## config.mk

```make
export PLATFORM = sky130hd
export DESIGN_NAME = dcache_dm
export DESIGN_NICKNAME = d
export VERILOG_FILES = /design/src/rtl/dcache_dm.sv
export SDC_FILE = /design/constraint.sdc
export NUM_CORES = 2
export LEC_CHECK = 0
export BUFFER_PORTS_ARGS = -buffer_cell sky130_fd_sc_hd__buf_4
export CAP_MARGIN = 15
export CORE_MARGIN = 2
export CORE_UTILIZATION = 35
export DETAILED_ROUTE_END_ITERATION = 10
export PLACE_DENSITY = 0.5
export SLEW_MARGIN = 30
export SYNTH_ARGS = -nofsm -noshare
export SYNTH_HDL_FRONTEND = slang
export SYNTH_SLANG_ARGS = --single-unit
```

## constraint.sdc

```tcl
create_clock -name CLK -period 5.82 [get_ports CLK]
set_input_delay 1.164 -clock CLK [delete_from_list [all_inputs] [get_ports CLK]]
set_output_delay 1.164 -clock CLK [all_outputs]
set_load 0.01 [all_outputs]
```

## src/rtl/dcache_dm.sv

```systemverilog
// Direct-mapped, write-back, write-allocate L1 data cache with two-word lines.
// Misses move single words over the memory port; halt writes back every dirty line.
module dcache_dm #(
    parameter int SETS = 16
) (
    input  logic        CLK,
    input  logic        nRST,
    input  logic        dmemREN,
    input  logic        dmemWEN,
    input  logic [31:0] dmemaddr,
    input  logic [31:0] dmemstore,
    input  logic        halt,
    output logic        dhit,
    output logic [31:0] dmemload,
    output logic        flushed,
    output logic        dREN,
    output logic        dWEN,
    output logic [31:0] daddr,
    output logic [31:0] dstore,
    input  logic        dwait,
    input  logic [31:0] dload
);
    // state | meaning
    // IDLE  | serve hits, detect misses and halt
    // WB0   | write victim word0 to memory
    // WB1   | write victim word1 to memory
    // LD0   | fetch requested line word0
    // LD1   | fetch requested line word1, then install line
    // FLUSH | inspect line at flush counter
    // FW0   | flush dirty line word0
    // FW1   | flush dirty line word1, then clear dirty
    // DONE  | flush complete, idle until reset

    localparam int IDX  = $clog2(SETS);
    localparam int TAGW = 32 - IDX - 3;

    typedef enum logic [3:0] {IDLE, WB0, WB1, LD0, LD1, FLUSH, FW0, FW1, DONE} state_t;

    state_t state, next_state;

    logic [SETS-1:0] valid, dirty;
    logic [TAGW-1:0] tag_arr [SETS];
    logic [31:0]     word0   [SETS];
    logic [31:0]     word1   [SETS];
    logic [IDX-1:0]  fcnt;

    logic [TAGW-1:0] req_tag;
    logic [IDX-1:0]  req_idx;
    logic            req_wsel;
    logic            req, tag_match, hit, last_line;
    logic            unused_byte_off;

    assign req_tag         = dmemaddr[31:IDX+3];
    assign req_idx         = dmemaddr[IDX+2:3];
    assign req_wsel        = dmemaddr[2];
    assign unused_byte_off = ^dmemaddr[1:0];
    assign req             = dmemREN | dmemWEN;
    assign tag_match       = valid[req_idx] && (tag_arr[req_idx] == req_tag);
    assign hit             = (state == IDLE) && !halt && req && tag_match;
    assign last_line       = (fcnt == IDX'(SETS - 1));

    always_comb begin
        next_state = state;
        dhit       = hit;
        dmemload   = '0;
        flushed    = 1'b0;
        dREN       = 1'b0;
        dWEN       = 1'b0;
        daddr      = '0;
        dstore     = '0;
        if (hit)
            dmemload = req_wsel ? word1[req_idx] : word0[req_idx];
        case (state)
            IDLE: begin
                if (halt)
                    next_state = FLUSH;
                else if (req && !tag_match)
                    next_state = (valid[req_idx] && dirty[req_idx]) ? WB0 : LD0;
            end
            WB0: begin
                dWEN   = 1'b1;
                daddr  = {tag_arr[req_idx], req_idx, 3'b000};
                dstore = word0[req_idx];
                if (!dwait) next_state = WB1;
            end
            WB1: begin
                dWEN   = 1'b1;
                daddr  = {tag_arr[req_idx], req_idx, 3'b100};
                dstore = word1[req_idx];
                if (!dwait) next_state = LD0;
            end
            LD0: begin
                dREN  = 1'b1;
                daddr = {req_tag, req_idx, 3'b000};
                if (!dwait) next_state = LD1;
            end
            LD1: begin
                dREN  = 1'b1;
                daddr = {req_tag, req_idx, 3'b100};
                if (!dwait) next_state = IDLE;
            end
            FLUSH: begin
                if (valid[fcnt] && dirty[fcnt])
                    next_state = FW0;
                else if (last_line)
                    next_state = DONE;
            end
            FW0: begin
                dWEN   = 1'b1;
                daddr  = {tag_arr[fcnt], fcnt, 3'b000};
                dstore = word0[fcnt];
                if (!dwait) next_state = FW1;
            end
            FW1: begin
                dWEN   = 1'b1;
                daddr  = {tag_arr[fcnt], fcnt, 3'b100};
                dstore = word1[fcnt];
                if (!dwait) next_state = last_line ? DONE : FLUSH;
            end
            DONE: begin
                flushed = 1'b1;
            end
            default: next_state = IDLE;
        endcase
    end

    always_ff @(posedge CLK or negedge nRST) begin
        if (!nRST) begin
            state <= IDLE;
            valid <= '0;
            dirty <= '0;
            fcnt  <= '0;
        end else begin
            state <= next_state;
            if (hit && dmemWEN)
                dirty[req_idx] <= 1'b1;
            if (state == LD1 && !dwait) begin
                valid[req_idx] <= 1'b1;
                dirty[req_idx] <= 1'b0;
            end
            if (state == FLUSH && !(valid[fcnt] && dirty[fcnt]) && !last_line)
                fcnt <= fcnt + 1'b1;
            if (state == FW1 && !dwait) begin
                dirty[fcnt] <= 1'b0;
                if (!last_line) fcnt <= fcnt + 1'b1;
            end
        end
    end

    // Line storage carries no reset; valid bits gate every use of it.
    always_ff @(posedge CLK) begin
        if (hit && dmemWEN) begin
            if (req_wsel) word1[req_idx] <= dmemstore;
            else          word0[req_idx] <= dmemstore;
        end
        if (state == LD0 && !dwait)
            word0[req_idx] <= dload;
        if (state == LD1 && !dwait) begin
            word1[req_idx]   <= dload;
            tag_arr[req_idx] <= req_tag;
        end
    end
endmodule

```

==> metrics <==
Die X=451 um; FF-to-FF Start=state[2]$_DFFE_PN0P_; Fmax=176 MHz; post-synthesis xor/xnor area fraction=0.00425; top_reg_cell synth=edfxtp_1; placed inst area=76800 sq um; Die Area=204000 sq um; root buffer cell=clkbuf_16; fin util=0.412; via count=39456; Synth Area in Simple Gates=0.0341; Initial Util=0.351; final setup fails=0; total length of routed wires=231 mm; GRT Total Usage=0.226; FF+latch count, synth=1464; worst-path cell chain=buf_16 > mux4_2 > a22o_1 > a21oi_2 > xnor2_1 > or4_4 > nor4_4 > buf_4 > nand4_4 > buf_12 > a21oi_1 > buf_4 > buf_4; post-synth top area share=0.611; clk_lat worst skew=0.81 ns; post-synth cell types=64; max-capacitance violation count=0; CTS sink cnt=1464; fin area=82100 sq um; Post-Synth Adder-Cell Area=0.000715; leading area contributor after synthesis=edfxtp_1; Max H-tree Level=4; compound-cell area share of the yosys netlist=0.0253; # fillers=17565; post-synthesis sequential area ratio=0.625; Post-synth EDFFs=1424; P_int=22.4 mW; share of cells above drive strength 1=0.423; clk slew on worst S/H paths=0.06 ns; Clock power frac=0.315; DR DRC count=0; Cells after DPL=6308; Crit. End Element=output pin; Via-to-Cell Ratio=5.97; RSZ-0062 raised after global routing=no; Sw Share=0.305; status=finished clean; RD Place Congestion=0.795; Overflow after GRT=0; WL/cell=34.9 um; synthesized area per cell=20.0 sq um; post-DP HPWL=138 mm; CP peak stage delay=0.61 ns; I/O pin count=202; Cell Pwr Density=392 nW/um^2; WP data required=4.66 ns; post-synthesis mux area share=0.292; Logic pwr share=0.301; Mapped Cells=3505; PnR worst setup slack=0.131 ns; cell with the most instances on the worst path=buf_4; core area=199000 sq um; worst reg-to-reg setup slack=1.45 ns; Slew headroom=0.307; Cell Rows=164; top-count cell post-synth=edfxtp_1; Final Non-Filler Cells=6611; Synth area leaders=edfxtp_1 61%, mux4_2 28%, dfrtp_1 1.4%; Pre-Repair DR Iteration Count=5; sequential power share=0.384; crit path max fanout=19; reg-to-reg endpoint=word1[6][12]$_DFFE_PP_; worst-path cell with the longest stage delay=or4_4; CTS tree=yes; crit path kind=primary input to output pin; Port Buffers=197; post-synthesis cell area=70000 sq um; CP startpoint kind=primary input; vias in the first global route=40840; Tmin final=5.69 ns; dpl ws=-0.298 ns; Hold Buf Count CTS=0; Pins Over Slew Limit=0; Setup Skew=0.0469 ns; asr flop ratio synth=0.0273; Slew @ Worst Pin=1.04 ns; Final Cycle Share=0.977; final net count=3925; largest family of logic cells by synthesized area=multiplexers; antenna violations before repair=13; first-pass GRT wire length=322 mm; initial DRC count=3986; largest net degree at the start of global routing=71; arrival time worst endpoint=4.52 ns; maximum clock insertion buffer count=3; Synth top cells by count=1424 x edfxtp_1, 856 x mux4_2, 218 x nand2_1; Switching Power=9.83 mW; Pleak=26.1 nW; Overall Power=32.2 mW; Tightest Hold Check Type=primary input to async pin; YS warnings=0; Die H=451 um; area grow syn2layout=17.3%; Max IR drop VDD=314 uV; Antenna Nets Post-Route=0; cell count of the worst reg-to-reg path=11; Hold Vio Cnt, Final=0; number of CTS-inserted buffers=162
==> sequential cells by signal, summed over array words and instances (netlist names) <==
signal   count
state        4
valid       16
word1      512
fcnt         4
dirty       16
tag_arr    400
word0      512
==> metrics by stage <==
step	hold WS [ns]	setup TNS, ns
final	0.369	0
after floorplan	0.458	-232.37
after detailed placement	0.485	-1.20
after global placement	0.481	-0.993
after global routing	0.357	0
after CTS	0.340	0
==> kinds of logic (layout without fill, tap and decap cells) <==
logic type / count (synthesis) / count (layout)
adder cells (fa/ha/maj): 4 / 4
buffers and inverters: 298 / 742
XOR/XNOR: 34 / 34
AO/OA/AOI/OAI: 245 / 245
other: 1 / 7
AND/OR/NAND/NOR: 496 / 496
multiplexers: 963 / 963
flip-flops: 1464 / 1464
==> layer usage <==
metal  routed length [um]  GRT usage  vias to the layer above
li1                     -          -                    15815
met1                96400      0.307                    21833
met2               114000      0.376                     1467
met3                13900     0.0371                      337
met4                 6260     0.0619                        4
met5                   38          0                        -
==> worst max-delay path: cells and delay by family <==
family                    cells  cell delay, ns
buffers and inverters         5            0.88
xor gates and xnor gates      1            0.16
and+or+nand+nor               3            1.13
muxes                         1            0.54
AOI/OAI and AO/OA             3            0.59
==> area by class of cell <==
type                            instances  area, sq um  share of cell area
Inverter                               15         56.3            0.000686
Tap cell                             2656         3320              0.0405
Clock inverter                         88          865              0.0105
Clock buffer                          207         4280              0.0521
Antenna cell                            5         12.5            0.000152
Timing Repair Buffer                  432         4440              0.0540
Multi-Input combinational cell       1744        25400               0.309
Sequential cell                      1464        43800               0.533
==> worst max-delay path by stage <==
stage / startpoint / to / slack, ns / cells past startpoint
2_1_floorplan: dmemaddr[4] / word0[10][0]$_DFFE_PP_ / -0.73 / 13
3_3_place_gp: dmemaddr[3] / dmemload[31] / -0.29 / 14
3_5_place_dp: dmemaddr[3] / dmemload[31] / -0.30 / 14
4_1_cts: dmemaddr[3] / dmemload[31] / 0.003 / 14
5_1_grt: dmemaddr[4] / dmemload[8] / 0.01 / 15
6_report: dmemaddr[3] / dmemload[8] / 0.13 / 13
==> power groups by stage <==
stage	registers [mW]	clock network [mW]	logic [mW]
6_report	12.4	10.1	9.68
4_1_cts	12.4	10.3	9.83
2_1_floorplan	12.3	0	6.24
3_3_place_gp	12.6	0	9.76
5_1_grt	12.4	10.8	10.2
3_5_place_dp	12.6	0	9.81
==> repair_timing <==
action,in CTS,in global routing
gates cloned,0,1
setup endpoints to repair,23,30
pin swaps,0,1
resized for setup,7,8
setup buffers,2,0
==> layout by cell type, fill, tap and decap left out, types with 9 or more instances in the layout <==
| cell type | synthesis | final |
|---|---|---|
| o21ai_0 | 27 | 26 |
| nor3_4 | 0 | 11 |
| mux4_2 | 856 | 856 |
| a21oi_2 | 20 | 20 |
| inv_1 | 12 | 11 |
| nor2_1 | 32 | 16 |
| nand3_1 | 78 | 77 |
| or2_2 | 21 | 21 |
| buf_12 | 0 | 84 |
| bufinv_16 | 0 | 15 |
| edfxtp_1 | 1424 | 1424 |
| xnor2_1 | 22 | 22 |
| mux2i_1 | 63 | 62 |
| nor2b_1 | 9 | 9 |
| clkinv_1 | 1 | 36 |
| dfrtp_1 | 40 | 36 |
| nor2_4 | 0 | 15 |
| nor3_1 | 55 | 25 |
| xor2_1 | 12 | 12 |
| a22oi_1 | 75 | 75 |
| nand2_1 | 218 | 218 |
| a21oi_1 | 41 | 38 |
| o21a_1 | 18 | 18 |
| buf_4 | 5 | 336 |
| mux2_2 | 44 | 44 |
| nand2b_1 | 39 | 38 |
| clkinv_2 | 0 | 27 |
| clkbuf_1 | 163 | 42 |
| clkbuf_16 | 0 | 165 |
| nor3_2 | 5 | 24 |
Note: power is estimated with default switching activity, not from simulation.
